[config.mk]
export PLATFORM = sky130hd
export DESIGN_NAME = buzzer_melody_seq_flat
export DESIGN_NICKNAME = d
export VERILOG_FILES = /design/src/rtl/buzzer_pkg.sv /design/src/rtl/buzzer_melody_seq_if.sv /design/src/rtl/buzzer_note_rom.sv /design/src/rtl/buzzer_melody_seq.sv /design/src/flat_wrapper.sv
export SDC_FILE = /design/constraint.sdc
export NUM_CORES = 1
export LEC_CHECK = 0
export BUFFER_PORTS_ARGS = -buffer_cell sky130_fd_sc_hd__buf_2
export CAP_MARGIN = 20
export CORE_MARGIN = 4
export CORE_UTILIZATION = 30
export CTS_BUF_LIST = sky130_fd_sc_hd__clkbuf_4
export CTS_CLUSTER_SIZE = 14
export DETAILED_ROUTE_END_ITERATION = 8
export GPL_ROUTABILITY_DRIVEN = 0
export GPL_TIMING_DRIVEN = 0
export PLACE_DENSITY = 0.55
export SLEW_MARGIN = 20
export SYNTH_ARGS = -nofsm -noshare
export SYNTH_HDL_FRONTEND = slang
export SYNTH_HIERARCHICAL = 1
export SYNTH_SLANG_ARGS = --single-unit
[constraint.sdc]
create_clock -name system_clock -period 4 [get_ports system_clock]
set_input_delay 0.6 -clock system_clock [delete_from_list [all_inputs] [get_ports system_clock]]
set_output_delay 0.6 -clock system_clock [all_outputs]
set_load 0.01 [all_outputs]
[src/rtl/buzzer_pkg.sv]
`default_nettype none
// ============================================================================
// Module      : buzzer_pkg
// Description : Shared FSM state encoding, pitch codes and tone-period lookup
//               for the buzzer melody sequencer.
// Revision    : 1.0 - initial release
// ============================================================================
package buzzer_pkg;

    // Sequencer states; width is fixed so the register size never drifts.
    typedef enum logic [1:0] {
        S_IDLE = 2'd0,
        S_LOAD = 2'd1,
        S_PLAY = 2'd2,
        S_GAP  = 2'd3
    } state_t;

    // Pitch codes held in the upper nibble of a note entry.
    localparam logic [3:0] c_PITCH_REST = 4'd0;
    localparam logic [3:0] c_PITCH_DO   = 4'd1;
    localparam logic [3:0] c_PITCH_RE   = 4'd2;
    localparam logic [3:0] c_PITCH_MI   = 4'd3;
    localparam logic [3:0] c_PITCH_FA   = 4'd4;
    localparam logic [3:0] c_PITCH_SO   = 4'd5;
    localparam logic [3:0] c_PITCH_LA   = 4'd6;
    localparam logic [3:0] c_PITCH_XI   = 4'd7;

    // Half-wave periods in system clocks.
    localparam logic [17:0] c_PERIOD_DO = 18'd190839;
    localparam logic [17:0] c_PERIOD_RE = 18'd170067;
    localparam logic [17:0] c_PERIOD_MI = 18'd151514;
    localparam logic [17:0] c_PERIOD_FA = 18'd143265;
    localparam logic [17:0] c_PERIOD_SO = 18'd127550;
    localparam logic [17:0] c_PERIOD_LA = 18'd113635;
    localparam logic [17:0] c_PERIOD_XI = 18'd101213;

    // Codes 8..15 have bit 3 set and are played as rests.
    function automatic logic pitch_audible(input logic [3:0] pitch);
        return (pitch != c_PITCH_REST) && !pitch[3];
    endfunction

    function automatic logic [17:0] pitch_period(input logic [3:0] pitch);
        logic [17:0] v_period;
        case (pitch)
            c_PITCH_DO: v_period = c_PERIOD_DO;
            c_PITCH_RE: v_period = c_PERIOD_RE;
            c_PITCH_MI: v_period = c_PERIOD_MI;
            c_PITCH_FA: v_period = c_PERIOD_FA;
            c_PITCH_SO: v_period = c_PERIOD_SO;
            c_PITCH_LA: v_period = c_PERIOD_LA;
            c_PITCH_XI: v_period = c_PERIOD_XI;
            default:    v_period = '0;
        endcase
        return v_period;
    endfunction

endpackage
`default_nettype wire

[src/rtl/buzzer_melody_seq_if.sv]
`default_nettype none
// ============================================================================
// Module      : buzzer_melody_seq_if
// Description : Control and tone-output bundle of the melody sequencer.
//               master = controller/tone generator side, slave = sequencer.
// Revision    : 1.0 - initial release
// ============================================================================
interface buzzer_melody_seq_if;

    logic        start;
    logic        stop;
    logic        loop_en;
    logic [17:0] period;
    logic        tone_en;
    logic        busy;
    logic        done;
    logic [3:0]  note_idx;

    modport master (
        output start, stop, loop_en,
        input  period, tone_en, busy, done, note_idx
    );

    modport slave (
        input  start, stop, loop_en,
        output period, tone_en, busy, done, note_idx
    );

endinterface
`default_nettype wire

[src/rtl/buzzer_note_rom.sv]
`default_nettype none
// ============================================================================
// Module      : buzzer_note_rom
// Description : 16 x 8 note table, entry n at TABLE[8n+7:8n]. Registered read,
//               data valid one cycle after the address is presented.
// Revision    : 1.0 - initial release
// ============================================================================
module buzzer_note_rom #(
    parameter logic [127:0] TABLE = '0
) (
    input  wire logic       clk,
    input  wire logic [3:0] i_addr,
    output logic      [7:0] o_data
);

    logic [7:0] r_data;

    // Synchronous table read.
    always_ff @(posedge clk) begin
        r_data <= TABLE[{i_addr, 3'b000} +: 8];
    end

    assign o_data = r_data;

endmodule
`default_nettype wire

[src/rtl/buzzer_melody_seq.sv]
`default_nettype none
// ============================================================================
// Module      : buzzer_melody_seq
// Description : Plays a note table on a buzzer: each entry gives a pitch and a
//               duration in ticks, followed by a fixed silent gap. Supports
//               start/stop requests and looping at song end.
// Revision    : 1.0 - initial release
// ============================================================================
module buzzer_melody_seq
    import buzzer_pkg::*;
#(
    parameter int unsigned  TICK_MAX   = 499_999,
    parameter int unsigned  SONG_LEN   = 16,
    parameter int unsigned  GAP_TICKS  = 2,
    parameter logic [127:0] NOTE_TABLE =
        128'h04_14_22_32_42_52_62_72_04_72_62_52_42_32_22_12
) (
    input  wire logic          system_clock,
    input  wire logic          system_reset,
    buzzer_melody_seq_if.slave bus
);

    localparam int unsigned          c_TICK_W   = (TICK_MAX > 0) ? $clog2(TICK_MAX + 1) : 1;
    localparam logic [c_TICK_W-1:0]  c_TICK_MAX = c_TICK_W'(TICK_MAX);
    localparam logic [3:0]           c_LAST_IDX = 4'(SONG_LEN - 1);
    localparam logic [3:0]           c_GAP      = 4'(GAP_TICKS);

    state_t              r_state;
    state_t              w_state_nxt;
    logic [c_TICK_W-1:0] r_tick_cnt;
    logic                w_tick_strobe;
    logic                w_tick_restart;
    logic [3:0]          r_dur_cnt;
    logic [3:0]          w_dur_cnt_nxt;
    logic [3:0]          r_gap_cnt;
    logic [3:0]          w_gap_cnt_nxt;
    logic [3:0]          r_note_idx;
    logic [3:0]          w_note_idx_nxt;
    logic [17:0]         r_period;
    logic [17:0]         w_period_nxt;
    logic                r_tone_en;
    logic                w_tone_en_nxt;
    logic                r_busy;
    logic                r_done;
    logic                w_done_nxt;
    logic                w_end_of_note;
    logic [7:0]          w_rom_data;
    logic [3:0]          w_rom_pitch;
    logic [3:0]          w_rom_dur;

    // The ROM is addressed with the next index so its output matches
    // note_idx during the single LOAD cycle.
    buzzer_note_rom #(
        .TABLE (NOTE_TABLE)
    ) u_note_rom (
        .clk    (system_clock),
        .i_addr (w_note_idx_nxt),
        .o_data (w_rom_data)
    );

    assign w_rom_pitch   = w_rom_data[7:4];
    assign w_rom_dur     = w_rom_data[3:0];
    assign w_tick_strobe = (r_tick_cnt == c_TICK_MAX);

    // Tick timebase restarts whenever a note or gap begins.
    assign w_tick_restart = (w_state_nxt != r_state) &&
                            ((w_state_nxt == S_PLAY) || (w_state_nxt == S_GAP));

    // State, counters and all outputs are registered together.
    always_ff @(posedge system_clock) begin
        if (system_reset) begin
            r_state    <= S_IDLE;
            r_tick_cnt <= '0;
            r_dur_cnt  <= '0;
            r_gap_cnt  <= '0;
            r_note_idx <= '0;
            r_period   <= '0;
            r_tone_en  <= 1'b0;
            r_busy     <= 1'b0;
            r_done     <= 1'b0;
        end else begin
            r_state    <= w_state_nxt;
            r_tick_cnt <= (w_tick_restart || w_tick_strobe) ? '0 : r_tick_cnt + 1'b1;
            r_dur_cnt  <= w_dur_cnt_nxt;
            r_gap_cnt  <= w_gap_cnt_nxt;
            r_note_idx <= w_note_idx_nxt;
            r_period   <= w_period_nxt;
            r_tone_en  <= w_tone_en_nxt;
            r_busy     <= (w_state_nxt != S_IDLE);
            r_done     <= w_done_nxt;
        end
    end

    // Next-state and next-output decode.
    always_comb begin
        w_state_nxt    = r_state;
        w_note_idx_nxt = r_note_idx;
        w_period_nxt   = r_period;
        w_tone_en_nxt  = r_tone_en;
        w_dur_cnt_nxt  = r_dur_cnt;
        w_gap_cnt_nxt  = r_gap_cnt;
        w_done_nxt     = 1'b0;
        w_end_of_note  = 1'b0;

        case (r_state)
            S_IDLE: begin
                w_period_nxt  = '0;
                w_tone_en_nxt = 1'b0;
                if (bus.start && !bus.stop) begin
                    w_state_nxt    = S_LOAD;
                    w_note_idx_nxt = '0;
                end
            end
            S_LOAD: begin
                w_state_nxt   = S_PLAY;
                w_period_nxt  = pitch_period(w_rom_pitch);
                w_tone_en_nxt = pitch_audible(w_rom_pitch);
                w_dur_cnt_nxt = (w_rom_dur == 4'd0) ? 4'd1 : w_rom_dur;
            end
            S_PLAY: begin
                if (w_tick_strobe) begin
                    if (r_dur_cnt <= 4'd1) begin
                        if (c_GAP != 4'd0) begin
                            w_state_nxt   = S_GAP;
                            w_gap_cnt_nxt = c_GAP;
                            w_period_nxt  = '0;
                            w_tone_en_nxt = 1'b0;
                        end else begin
                            w_end_of_note = 1'b1;
                        end
                    end else begin
                        w_dur_cnt_nxt = r_dur_cnt - 4'd1;
                    end
                end
            end
            S_GAP: begin
                if (w_tick_strobe) begin
                    if (r_gap_cnt <= 4'd1) begin
                        w_end_of_note = 1'b1;
                    end else begin
                        w_gap_cnt_nxt = r_gap_cnt - 4'd1;
                    end
                end
            end
            default: begin
                w_state_nxt = S_IDLE;
            end
        endcase

        // Advance, wrap (loop_en only matters here) or finish the song.
        if (w_end_of_note) begin
            w_period_nxt  = '0;
            w_tone_en_nxt = 1'b0;
            if (r_note_idx < c_LAST_IDX) begin
                w_state_nxt    = S_LOAD;
                w_note_idx_nxt = r_note_idx + 4'd1;
            end else if (bus.loop_en) begin
                w_state_nxt    = S_LOAD;
                w_note_idx_nxt = '0;
            end else begin
                w_state_nxt    = S_IDLE;
                w_note_idx_nxt = '0;
                w_done_nxt     = 1'b1;
            end
        end

        // An abort overrides everything outside IDLE and never signals done.
        if (bus.stop && (r_state != S_IDLE)) begin
            w_state_nxt    = S_IDLE;
            w_note_idx_nxt = '0;
            w_period_nxt   = '0;
            w_tone_en_nxt  = 1'b0;
            w_done_nxt     = 1'b0;
        end
    end

    assign bus.period   = r_period;
    assign bus.tone_en  = r_tone_en;
    assign bus.busy     = r_busy;
    assign bus.done     = r_done;
    assign bus.note_idx = r_note_idx;

endmodule
`default_nettype wire

[src/flat_wrapper.sv]
// flat-port wrapper written by rule: the top's interface ports become plain ports
module buzzer_melody_seq_flat import buzzer_pkg::*;
#(
    parameter int unsigned  TICK_MAX   = 499_999,
    parameter int unsigned  SONG_LEN   = 16,
    parameter int unsigned  GAP_TICKS  = 2,
    parameter logic [127:0] NOTE_TABLE =
        128'h04_14_22_32_42_52_62_72_04_72_62_52_42_32_22_12
)
  (system_clock, system_reset, bus_start, bus_stop, bus_loop_en, bus_period, bus_tone_en, bus_busy, bus_done, bus_note_idx);
  buzzer_melody_seq_if bus_i ();
  input  wire logic system_clock;
  input  wire logic system_reset;
  input wire logic [$bits(bus_i.start)-1:0] bus_start;
  input wire logic [$bits(bus_i.stop)-1:0] bus_stop;
  input wire logic [$bits(bus_i.loop_en)-1:0] bus_loop_en;
  output wire logic [$bits(bus_i.period)-1:0] bus_period;
  output wire logic [$bits(bus_i.tone_en)-1:0] bus_tone_en;
  output wire logic [$bits(bus_i.busy)-1:0] bus_busy;
  output wire logic [$bits(bus_i.done)-1:0] bus_done;
  output wire logic [$bits(bus_i.note_idx)-1:0] bus_note_idx;
  assign bus_i.start = bus_start;
  assign bus_i.stop = bus_stop;
  assign bus_i.loop_en = bus_loop_en;
  assign bus_period = bus_i.period;
  assign bus_tone_en = bus_i.tone_en;
  assign bus_busy = bus_i.busy;
  assign bus_done = bus_i.done;
  assign bus_note_idx = bus_i.note_idx;
  buzzer_melody_seq #(.TICK_MAX(TICK_MAX), .SONG_LEN(SONG_LEN), .GAP_TICKS(GAP_TICKS), .NOTE_TABLE(NOTE_TABLE)) u_core (.system_clock(system_clock), .system_reset(system_reset), .bus(bus_i));
endmodule
# --- After elaboration in Yosys (flattened, before gate mapping) ---
# Index checks and enable logic that the tools add are counted.
totals:
  reg_bits: 62
  input_bits: 5
  output_inout_bits: 25
classes:
  addsub: 4
  order_cmp: 3
  eq_ne: 19
  shift: 1
  n_mux: 33
  n_bitwise: 1
  n_reduce_logical: 22
ops:
  columns: ["cell", "n"]
  rows:
  - ["$shiftx 128x8->8 const A", 1]
  - ["$pmux 18 s7", 1]
  - ["$pmux 18 s3", 1]
  - ["$mux 4", 12]
  - ["$mux 18", 2]
  - ["$add 19x1->19 const B", 1]
  - ["$eq 19x19->1 const B", 1]
  - ["$eq 4x3->1 const B", 4]
  - ["$pmux 4 s2", 2]
  - ["$mux 2", 6]
  - ["$eq 2x2->1 const B", 4]
  - ["$eq 4x2->1 const B", 2]
  - ["$le 4x1->1 const B", 2]
  - ["$reduce_bool 2->1", 4]
  - ["$sub 4x1->4 const B", 2]
  - ["$mux 1", 7]
  - ["$ne 2x1->1 const B", 3]
  - ["$pmux 2 s3", 1]
  - ["$reduce_and 3->1", 2]
  - ["$reduce_and 5->1", 1]
  - ["$add 4x1->4 const B", 1]
  - ["$eq 4x1->1 const B", 1]
  - ["$logic_and 1x1->1", 4]
  - ["$logic_not 4->1", 1]
  - ["14 further kinds", 17]

# --- Longest topological paths before layout ---
# Gate-level depths: netlist (run 1).
logic_depth:
  depth_word: 11
  ltp_mapped: 10
  ltp_nobuf: 10

# --- By module ---
# The synthesis (run 1) kept the hierarchy.
modules_own_cells:
  columns: ["mod", "n_inst", "cells_each", "area_each_um2"]
  rows:
  - ["buzzer_melody_seq", 1, 313, 2636.3]
  - ["buzzer_note_rom", 1, 20, 219.0]

# --- Worst setup path before layout (run 1) ---
# Ideal clock, no wire load.
synth_timing:
  kind: "register to register"
  start: "register u_core.r_tick_cnt[0]"
  end: "register u_core.u_note_rom.r_data[6] (netlist: u_core/u_note_rom/o_data[6])"
  arrival_time_ns: 2.069
  t_required_ns: 3.878
  slack_ns: 1.809
  stages_incl_launch_ff: 11
  path_buffers: 1
  synth_period_minus_slack_ns: 2.191
  cell_sequence: "dfxtp_1 ha_1 and3_2 and3_1 buf_2 nand3_2 mux2_1 nor2_1 ha_1 o21ai_0 o31a_2"
synth_between:
  elab_chain_len: 6
synth_lines:
  columns: ["element", "line_no", "rtl"]
  rows:
  - ["start: declaration", "buzzer_melody_seq.sv:30", "logic [c_TICK_W-1:0] r_tick_cnt;"]
  - ["start signal: assignment", "buzzer_melody_seq.sv:83", "r_tick_cnt <= (w_tick_restart || w_tick_strobe) ? '0 : r_tick_cnt + 1'b1;"]
  - ["$eq 19x19->1", "buzzer_melody_seq.sv:63", "assign w_tick_strobe = (r_tick_cnt == c_TICK_MAX);"]
  - ["$mux 1", "buzzer_melody_seq.sv:137", "if (w_tick_strobe) begin"]
  - ["$mux 1", null, null]
  - ["$mux 4", "buzzer_melody_seq.sv:151", "if (w_end_of_note) begin"]
  - ["$mux 4", "buzzer_melody_seq.sv:168", "if (bus.stop && (r_state != S_IDLE)) begin"]
  - ["named net u_core.w_note_idx_nxt[0]", "buzzer_melody_seq.sv:38", "logic [3:0] w_note_idx_nxt;"]
  - ["$shiftx 128x8->8", "buzzer_note_rom.sv:20", "r_data <= TABLE[{i_addr, 3'b000} +: 8];"]
  - ["end signal: assignment", "buzzer_note_rom.sv:20", null]
  - ["end: declaration", "buzzer_note_rom.sv:16", "logic [7:0] r_data;"]
# The timed path passes the listed nets, and every way through them passes these cells.
# A chain may end at the register's enable or synchronous reset.

# --- Worst setup path in the final report (run 1) ---
# Same ends and word-level chain as after synthesis.

==> results.py, run 1 <==
metrics = {
    "critical_path": {
        "critical-path-slowest-cell": "sky130_fd_sc_hd__dfxtp_1",
        "cell_chain_of_the_critical_path": "ha_1, and3_2, and3_1, buf_2, nand3_2, mux2_1, nor2_1, ha_1, o21ai_0, o31a_2",
        "timing.critical_path.from_type": "flop",
        "path_class": "reg2reg",
        "critical-path-top-cell-by-count": "sky130_fd_sc_hd__ha_1",
        "crit_path_end_kind": "flop",
        "worstPathRequired_ps": 4310,
        "slowest_delay_ps": 410,
        "worst-endpoint-arrival_ps": 2780,
        "crit_path_max_fanout": 6,
    },
    "run": {
        "number_of_max_cap_violations": 0,
    },
    "pwr": {
        "leakagePower_nw": 1.275,
        "power_frac_comb_pct": 6.4,
        "total_power_mw": 0.9889,
        "max-vdd-ir-drop_uv": 80.34,
        "power_frac_seq_pct": 59.7,
        "netSwitchingFraction_pct": 25.98,
        "p_int_mw": 0.7320,
        "cellPowerDensity_mw_per_mm2": 302.8,
        "clock_power_share_pct": 33.9,
        "net-switching-power_mw": 0.2569,
    },
    "clocking": {
        "cts-buffers-inserted": 9,
        "cts_hold_buffers": 0,
        "clock_path_buffers": 2,
        "clk_latency_ps": 410,
        "cts.repair_timing.setup_buffer_count": 0,
        "cts_tree": "built",
        "numClockSinks": 58,
        "cts_max_level": 3,
        "cts.reportedPaths.clkPinSlew_ps": 100,
        "clock_tree.root_cell": "sky130_fd_sc_hd__clkbuf_4",
        "ctsResizeCount": 0,
    },
    "logic_synthesis": {
        "synth.yosys.warnings": 6,
        "synth-compound-area-share_pct": 13.58,
        "synthDominantCellAreaShare_pct": 40.67,
        "avgSynthCellArea_um2": 8.574,
        "synth_xor_area_share_pct": 5.215,
        "netlist_top_cells_area": "sky130_fd_sc_hd__dfxtp_1 41%, sky130_fd_sc_hd__nor2_1 6.6%, sky130_fd_sc_hd__nand2_1 4.1%",
        "synth.area.mux_share_pct": 3.374,
        "ys_dominant_reg_cell": "sky130_fd_sc_hd__dfxtp_1",
        "synth_area_mm2": 0.002855,
        "synth.distinct_cells": 55,
        "synth-seq-cells": 58,
        "synth_top_family_by_area": "simple AND/OR/NAND/NOR gates",
        "syn_inst": 333,
        "post_synth_fa_ha_maj_area_fraction_pct": 3.506,
        "yosysSeqAreaShare_pct": 40.67,
        "synth_largest_area_cell": "sky130_fd_sc_hd__dfxtp_1",
        "synth_most_common_cell": "sky130_fd_sc_hd__dfxtp_1",
        "post_synth_edffs": 0,
        "asyncSetResetFlopFracSynth_pct": 0,
        "post_synth_and_or_nand_nor_area_fraction_pct": 28.57,
        "synth.cells.most_frequent": "58 x sky130_fd_sc_hd__dfxtp_1, 50 x sky130_fd_sc_hd__nor2_1, 31 x sky130_fd_sc_hd__nand2_1",
    },
    "layout": {
        "filler_cell_count": 968,
        "n_antenna_cell": 0,
        "drive_gt1_share_pct": 17.72,
        "layout.nets": 388,
        "layout-area-overhead-vs-synth_pct": 14.37,
    },
    "detailed_routing": {
        "viasPerCell": 4.714,
        "drt_iter0_markers": 102,
        "first_pass_iteration_count_of_the_detailed_router": 4,
        "detailroute.via_count": 2390,
        "routed_wire_length_per_instance_um": 12.10,
        "post-route-drc-count": 0,
        "routed_wirelength_um": 6135,
        "drtAntennaViolNets": 0,
    },
    "grt": {
        "grt_pass1_vias": 2255,
        "antenna_violations_before_repair": 0,
        "globalRouteOverflowTotal": 0,
        "wire_length_of_the_first_global_routing_pass_um": 10540,
        "grt_use_total_pct": 11.72,
        "grt_start_max_net_pins": 11,
    },
    "timing": {
        "finalSetupViolations": 0,
        "slew_headroom_pct": 41.98,
        "slew_viol_final": 0,
        "finalCritPeriodShare_pct": 61.83,
        "setup-tns-final_ps": 0,
        "finalWorstPathRequiredPeriod_ps": 2473,
        "finalHoldViolCount": 0,
        "finClkSkew_ps": 9.958,
        "unrepaired_setup_endpoints_after_global_routing": "no",
        "max_freq_mhz": 404.3,
        "max_slew.worst_pin.slew_ps": 863.7,
    },
    "outcome": {
        "run_status": "complete, no violations",
    },
    "die": {
        "core_area_mm2": 0.009240,
        "initial_standard_cell_utilization_of_the_core_pct": 30.90,
        "dieArea_mm2": 0.01114,
        "die_x_um": 105.6,
        "io-pin-count": 30,
        "placementRows": 35,
        "fp.dieH_um": 105.6,
    },
    "worst_hold_path": {
        "worst_hold_path_type": "in2reg",
    },
    "placement": {
        "dp_hpwl_um": 4534,
        "port_buf_inserts": 29,
    },
}
==> per-layer routing <==
layer | GRT usage (%) | share of wire [%] | vias up
met4 | 5.273 | 2.0 | 0
met1 | 16.08 | 51 | 1097
met5 | 0 | 0 | -
li1 | - | - | 1244
met3 | 3.429 | 4.1 | 11
met2 | 16.89 | 43 | 38
==> power groups by stage <==
stage | combinational, mW | sequential, mW | clock, mW
global placement | 0.0633 | 0.604 | 0
floorplan | 0.0442 | 0.604 | 0
global route | 0.0709 | 0.592 | 0.378
finish | 0.0633 | 0.591 | 0.335
detailed placement | 0.0634 | 0.604 | 0
CTS | 0.0638 | 0.591 | 0.352
==> critical path, delay by kind of cell (launching register included) <==
family | cells | cell delay [ps]
adder cells (fa/ha/maj) | 2 | 420
buffers and inverters | 1 | 190
AND/OR/NAND/NOR | 4 | 770
flip-flops | 1 | 410
AO/OA/AOI/OAI | 2 | 220
multiplexers | 1 | 370
==> path summary, 6_finish.rpt <==
check	startpoint	to	slack [ps]	cells after the start
setup / recovery	u_core/r_tick_cnt[0]	u_core/u_note_rom/o_data[6]	1530	10
hold / removal	bus_loop_en	u_core/bus.done	390	2
setup reg to reg	u_core/r_tick_cnt[0]	u_core/u_note_rom/o_data[6]	1530	10
hold reg to reg	u_core/bus.period[11]	u_core/bus.period[11]	450	2
==> sequential cells by signal, indices dropped and copies added (netlist names) <==
signal,count
u_core/bus.period,17
u_core/r_state,2
u_core/r_tick_cnt,19
u_core/r_gap_cnt,4
u_core/bus.busy,1
u_core/u_note_rom/o_data,5
u_core/bus.done,1
u_core/r_dur_cnt,4
u_core/bus.tone_en,1
u_core/bus.note_idx,4
==> placed cells by master (no fill, tap or decap), drive strengths merged, types with 2 or more instances in the layout <==
master  instances
a21oi          18
a22oi           4
a31o            2
a32oi           2
and2            3
and3            4
and4b           2
buf            40
clkbuf         18
clkinv          3
conb            3
dfxtp          58
ha              8
inv            10
mux2            2
mux2i           7
nand2          31
nand2b          7
nand3          14
nand3b          3
nand4           8
nor2           51
nor2b           7
nor3           12
nor4            8
o21a            2
o21ai          14
o31ai           3
xnor2           5
xor2           12
==> through the flow <==
stage	cells	hold slack (ps)	utilization, %	area, um^2	setup slack, ps
CTS	507	367.7	35.34	3266	1508
global placement	493	443.6	34.30	3169	1574
floorplan	335	437.2	-	2863	1809
detailed placement	493	445.3	34.30	3169	1532
global route	507	364.4	35.34	3266	1315
finish	507	388.5	35.34	3266	1527
==> area by class of cell <==
cell class / instances / area [um^2] / area share [%]
timing repair buffer: 29 / 145.1 / 4.444
multi-input combinational: 248 / 1560 / 47.78
tap: 129 / 161.4 / 4.943
sequential: 58 / 1161 / 35.56
clock inverter: 4 / 21.27 / 0.6513
clock buffer: 10 / 75.07 / 2.299
inverter: 10 / 37.54 / 1.149
buffer: 19 / 103.9 / 3.180
==> kinds of logic (layout without fill, tap and decap cells) <==
kind of cell / after synthesis / count (layout)
buf+inv: 29 / 72
fa+ha+maj: 8 / 8
compound gates: 56 / 56
flops: 58 / 58
simple gates: 155 / 155
mux: 9 / 9
other cells: 1 / 3
xor+xnor: 17 / 17
Note: power is estimated with default switching activity, not from simulation.
==> run 2, diff against run 1 <==
ABC_AREA = 1   (was default)
clock period = 2.35 ns   (was 4 ns; I/O delays follow)
==> run 2 against run 1 <==
Clock skew fell by 2.1 ps. Count of clock-buffer cells in the layout unchanged. Cell count is 16% higher. First-iteration DRC count decreased by 7.8%. Final area increased by 7.5%. Die area is 5.0% higher. Fmax is 15% higher. Synthesized cell count is 23% higher. Global-route usage is 0.17 points higher. Non-clock buffer count decreased by 8.
==> results.py, run 2 <==
metrics = {
    "outcome": {
        "run_status": "complete, no violations",
    },
    "grt": {
        "grt_start_max_net_pins": 11,
        "globalRouteOverflowTotal": 0,
        "grt_use_total_pct": 11.89,
        "grt_pass1_vias": 2449,
        "wire_length_of_the_first_global_routing_pass_um": 11070,
        "antenna_violations_before_repair": 0,
    },
    "logic_synthesis": {
        "avgSynthCellArea_um2": 7.375,
        "synthDominantCellAreaShare_pct": 38.59,
        "syn_inst": 408,
        "netlist_top_cells_area": "sky130_fd_sc_hd__dfxtp_1 39%, sky130_fd_sc_hd__nand2_1 8.2%, sky130_fd_sc_hd__nor2_1 7.7%",
        "asyncSetResetFlopFracSynth_pct": 0,
        "synth_largest_area_cell": "sky130_fd_sc_hd__dfxtp_1",
        "synth_area_mm2": 0.003009,
        "synth-seq-cells": 58,
        "post_synth_edffs": 0,
        "ys_dominant_reg_cell": "sky130_fd_sc_hd__dfxtp_1",
        "synth.cells.most_frequent": "66 x sky130_fd_sc_hd__nand2_1, 62 x sky130_fd_sc_hd__nor2_1, 58 x sky130_fd_sc_hd__dfxtp_1",
        "synth.yosys.warnings": 6,
        "synth.distinct_cells": 34,
        "synth_most_common_cell": "sky130_fd_sc_hd__nand2_1",
        "yosysSeqAreaShare_pct": 38.59,
    },
    "clocking": {
        "cts_tree": "built",
        "clock_path_buffers": 2,
        "clk_latency_ps": 390,
        "cts_hold_buffers": 0,
        "cts_max_level": 3,
        "clock_tree.root_cell": "sky130_fd_sc_hd__clkbuf_4",
        "cts-buffers-inserted": 9,
        "cts.reportedPaths.clkPinSlew_ps": 100,
        "numClockSinks": 58,
    },
    "layout": {
        "filler_cell_count": 1055,
        "multiInputGateArea_mm2": 0.001599,
        "post_layout_nonfiller_instances": 589,
        "regMostFlops": "u_core/r_tick_cnt",
        "finalCoreUtilization_pct": 35.91,
        "mostFrequentLayoutCell": "sky130_fd_sc_hd__nand2_1",
        "n_antenna_cell": 0,
        "seq_area_mm2": 0.001162,
        "layout.nets": 464,
        "drive_gt1_share_pct": 22.37,
        "mostFrequentLayoutCells": "66 x sky130_fd_sc_hd__nand2_1, 61 x sky130_fd_sc_hd__nor2_1, 57 x sky130_fd_sc_hd__dfxtp_1",
        "largest_register_ff_count": 19,
        "layout-area-overhead-vs-synth_pct": 16.63,
    },
    "detailed_routing": {
        "first_pass_iteration_count_of_the_detailed_router": 6,
        "drtAntennaViolNets": 0,
        "detailroute.via_count": 2616,
        "post-route-drc-count": 0,
        "drt_iter0_markers": 94,
        "viasPerCell": 4.441,
        "routed_wire_length_per_instance_um": 10.87,
        "routed_wirelength_um": 6404,
    },
    "timing": {
        "setup-tns-final_ps": 0,
        "holdWs_ps": 242.5,
        "finalHoldViolCount": 0,
        "slew_viol_final": 0,
        "slew_headroom_pct": 59.87,
        "max_slew.worst_pin.slew_ps": 599.7,
        "unrepaired_setup_endpoints_after_global_routing": "no",
        "finalWorstPathRequiredPeriod_ps": 2158,
        "finClkSkew_ps": 7.849,
        "finalCritPeriodShare_pct": 91.84,
        "max_freq_mhz": 463.3,
        "finalSetupViolations": 0,
    },
    "critical_path": {
        "timing.critical_path.from_type": "flop",
        "critical-path-slowest-cell": "sky130_fd_sc_hd__dfxtp_2",
        "slowest_delay_ps": 350,
        "path_class": "reg2reg",
        "critical-path-top-cell-by-count": "sky130_fd_sc_hd__inv_1",
        "cell_chain_of_the_critical_path": "inv_1, ha_1, or2_2, nand3_4, inv_2, nand4_1, inv_1, a21oi_2, nor3_2, ha_1, inv_1, nand2_2, nor2_1, nor2_1",
        "worst-endpoint-arrival_ps": 2450,
        "crit_path_end_kind": "flop",
        "worstPathRequired_ps": 2640,
        "crit_path_max_fanout": 5,
        "worst_r2r_path_depth": 14,
    },
    "pwr": {
        "leakagePower_nw": 1.429,
        "cellPowerDensity_mw_per_mm2": 555.2,
        "max-vdd-ir-drop_uv": 235.4,
    },
    "die": {
        "core_area_mm2": 0.009774,
        "io-pin-count": 30,
        "dieArea_mm2": 0.01170,
        "fp.dieH_um": 108.2,
        "placementRows": 36,
        "die_x_um": 108.2,
        "initial_standard_cell_utilization_of_the_core_pct": 30.79,
    },
    "worst_hold_path": {
        "worst_hold_path_type": "in2reg",
        "hold-path-cell-count": 4,
    },
    "run": {
        "number_of_max_cap_violations": 0,
    },
    "placement": {
        "placed_cells": 571,
        "dp_hpwl_um": 4839,
        "port_buf_inserts": 28,
    },
}
## run 2: per-layer routing
layer  up-vias  wire length [um]  global-route usage (%)
met4         0                82                   4.328
met2        47              2831                   18.92
met5         -                 0                       0
met1      1174              3183                   15.28
met3         7               305                   3.522
li1       1388                 -                       -
## run 2: logic make-up after synthesis
| group | share of synthesized area [%] |
|---|---|
| and+or+nand+nor | 33.18 |
| buffers and inverters | 8.981 |
| AOI/OAI and AO/OA | 10.27 |
| DFF | 38.59 |
| xor gates and xnor gates | 5.530 |
| adders and majority gates | 3.327 |
| other | 0.1246 |
## run 2: final timing paths
kind | to | slack (ps) | from
worst max register to register | u_core/u_note_rom/o_data[6] | 190 | u_core/r_gap_cnt[0]
worst max-delay path | u_core/u_note_rom/o_data[6] | 190 | u_core/r_gap_cnt[0]
worst min-delay path | u_core/r_state[1] | 240 | bus_stop
worst min register to register | u_core/bus.period[1] | 460 | u_core/bus.period[1]
## run 2: power by group
part	switching, mW	leakage [nW]	total [mW]	internal (mW)
sequential	0.0106	0.469	1.01	0.997
combinational	0.0840	0.875	0.130	0.0456
clock	0.375	0.0838	0.811	0.437
## run 2: worst max-delay path, delay by kind of cell (launching register included)
kind / cells / cell delay, ps
DFF: 1 / 350
adders and majority gates: 2 / 400
AOI/OAI and AO/OA: 1 / 160
buffers and inverters: 4 / 280
and+or+nand+nor: 7 / 880
## run 2: what timing repair did
item                                    CTS  global route
endpoints found under the setup margin    0             4
setup buffers                             0             2
endpoints found under the hold margin     0             0
resized for setup                         0             6
## run 2: final cells by class
cell class,instances,share of cell area (%)
Tap cell,133,4.742
Sequential cell,58,33.12
Clock buffer,10,2.139
Buffer,10,2.139
Multi-Input combinational cell,290,45.56
Inverter,52,5.561
Clock inverter,6,2.317
Timing Repair Buffer,30,4.421
## run 2: stage by stage
step / setup slack [ps] / cell area [um^2] / power, mW
3_3_place_gp: 74.61 / 3323 / 1.157
3_5_place_dp: 61.66 / 3323 / 1.159
2_1_floorplan: 327.2 / 3017 / 1.127
5_1_grt: 9.962 / 3510 / 2.048
6_report: 191.8 / 3510 / 1.949
4_1_cts: 36.63 / 3480 / 1.990
==> run 3, diff against run 2 <==
CORE_MARGIN = 2   (was 4)
==> run 3 against run 2 <==
Final area shrank 0.21%. Global-route usage increased by 0.39 points. Combinational power barely moved. Largest power group unchanged. Sequential power is essentially flat. Utilization decreased by 0.077 points. Critical path type unchanged. Clock skew rose by 7.9 ps. Cell count decreased by 0.17%. First-iteration DRC count is 39% higher. Fmax up 1.6%.
==> results.py, run 3 (same netlist as run 2, synthesis figures left out) <==
metrics = {
    "timing": {
        "slew_viol_final": 0,
        "finalHoldViolCount": 0,
        "unrepaired_setup_endpoints_after_global_routing": "no",
        "max_freq_mhz": 470.5,
        "finalWorstPathRequiredPeriod_ps": 2125,
        "finClkSkew_ps": 15.70,
        "finalCritPeriodShare_pct": 90.43,
        "holdWs_ps": 255.7,
        "max_slew.worst_pin.slew_ps": 628.2,
        "setup-tns-final_ps": 0,
        "finalSetupViolations": 0,
        "slew_headroom_pct": 57.97,
    },
    "die": {
        "fp.dieH_um": 104.2,
        "placementRows": 36,
        "core_area_mm2": 0.009774,
        "dieArea_mm2": 0.01085,
        "die_x_um": 104.2,
        "initial_standard_cell_utilization_of_the_core_pct": 30.79,
        "io-pin-count": 30,
    },
    "critical_path": {
        "worst-endpoint-arrival_ps": 2410,
        "path_class": "reg2reg",
        "crit_path_max_fanout": 5,
        "slowest_delay_ps": 370,
        "worstPathRequired_ps": 2640,
        "timing.critical_path.from_type": "flop",
        "critical-path-slowest-cell": "sky130_fd_sc_hd__dfxtp_1",
        "crit_family": "simple AND/OR/NAND/NOR gates",
        "cell_chain_of_the_critical_path": "ha_2, nand3_4, nor2_4, nand4_1, inv_2, a21oi_2, nor3_2, ha_1, nor2_1, nor2_1, nor2_1",
        "critical-path-top-cell-by-count": "sky130_fd_sc_hd__nor2_1",
        "cp_num_buf_inv": 1,
        "crit_path_end_kind": "flop",
    },
    "pwr": {
        "leakagePower_nw": 1.422,
        "clock_power_share_pct": 41.7,
        "netSwitchingFraction_pct": 24.12,
        "cellPowerDensity_mw_per_mm2": 556.9,
        "p_int_mw": 1.480,
        "max-vdd-ir-drop_uv": 231.3,
        "power_frac_seq_pct": 51.7,
        "power_frac_comb_pct": 6.6,
        "net-switching-power_mw": 0.4704,
    },
    "grt": {
        "antenna_violations_before_repair": 0,
        "grt_pass1_vias": 2379,
        "wire_length_of_the_first_global_routing_pass_um": 10910,
        "grt_use_total_pct": 12.28,
        "grt_start_max_net_pins": 11,
        "globalRouteOverflowTotal": 0,
    },
    "worst_hold_path": {
        "worst_hold_path_type": "in2reg",
    },
    "clocking": {
        "cts.reportedPaths.clkPinSlew_ps": 100,
        "clock_path_buffers": 2,
        "cts_hold_buffers": 0,
        "cts_tree": "built",
        "cts-buffers-inserted": 9,
        "clk_latency_ps": 400,
        "numClockSinks": 58,
        "clock_tree.root_cell": "sky130_fd_sc_hd__clkbuf_4",
        "cts_max_level": 3,
    },
    "layout": {
        "multiInputGateArea_mm2": 0.001599,
        "mostFrequentLayoutCells": "66 x sky130_fd_sc_hd__nand2_1, 61 x sky130_fd_sc_hd__nor2_1, 57 x sky130_fd_sc_hd__dfxtp_1",
        "regMostFlops": "u_core/r_tick_cnt",
        "seq_area_mm2": 0.001162,
        "mostFrequentLayoutCell": "sky130_fd_sc_hd__nand2_1",
        "layout.nets": 463,
        "finalCoreUtilization_pct": 35.83,
        "filler_cell_count": 1073,
        "drive_gt1_share_pct": 22.20,
        "n_antenna_cell": 0,
        "largest_register_ff_count": 19,
        "fin_area_mm2": 0.003502,
        "layout-area-overhead-vs-synth_pct": 16.38,
    },
    "outcome": {
        "run_status": "complete, no violations",
    },
    "detailed_routing": {
        "drt_iter0_markers": 131,
        "routed_wirelength_um": 6316,
        "post-route-drc-count": 0,
        "detailroute.via_count": 2602,
        "routed_wire_length_per_instance_um": 10.74,
        "viasPerCell": 4.425,
        "drtAntennaViolNets": 0,
        "first_pass_iteration_count_of_the_detailed_router": 4,
    },
    "placement": {
        "place_area_mm2": 0.003323,
        "dp_hpwl_um": 4755,
        "port_buf_inserts": 28,
    },
    "run": {
        "number_of_max_cap_violations": 0,
    },
}
==> run 3: final timing paths <==
| check | start | end | slack [ps] | depth (start not counted) |
|---|---|---|---|---|
| max reg2reg | u_core/r_tick_cnt[0] | u_core/u_note_rom/o_data[6] | 220 | 11 |
| min reg2reg | u_core/r_tick_cnt[0] | u_core/r_tick_cnt[0] | 460 | 1 |
| min | bus_stop | u_core/r_state[1] | 260 | 4 |
| max | u_core/r_tick_cnt[0] | u_core/u_note_rom/o_data[6] | 220 | 11 |
==> run 3: stage by stage <==
stage	setup WS [ps]	total power [mW]	instances
finish	224.8	1.950	588
global placement	63.96	1.157	571
global route	18.41	2.048	588
CTS	19.76	1.985	587
detailed placement	32.62	1.159	571
floorplan	327.2	1.127	410
==> run 3: final cells by class <==
cell class	count	share of cell area, %
Multi-Input combinational cell	290	45.66
Sequential cell	58	33.19
Inverter	52	5.573
Tap cell	133	4.752
Timing Repair Buffer	29	4.216
Clock inverter	6	2.322
Clock buffer	10	2.144
Buffer	10	2.144
==> run 3: worst min-delay path, delay by kind of cell <==
family / cells / cell delay (ps)
buf+inv: 2 / 160
simple gates: 2 / 90
==> run 3: power by group through the flow <==
stage	Clock (mW)	Combinational [mW]	Sequential, mW
after floorplan	0	0.0959	1.03
after global placement	0	0.126	1.03
after detailed placement	0	0.128	1.03
after CTS	0.848	0.128	1.01
after global routing	0.891	0.146	1.01
final	0.813	0.129	1.01
==> run 3: what timing repair did <==
action | in CTS | in global routing
buffers inserted | 0 | 1
setup endpoints to repair | 0 | 4
resized for setup | 0 | 7
==> run 3: layer usage <==
metal / track usage, % / part of all wire (%) / vias to the layer above
met5: 0 / 0 / -
met4: 4.247 / 1.2 / 0
met3: 3.697 / 4.6 / 6
met2: 18.47 / 43 / 52
met1: 16.69 / 52 / 1157
li1: - / - / 1387
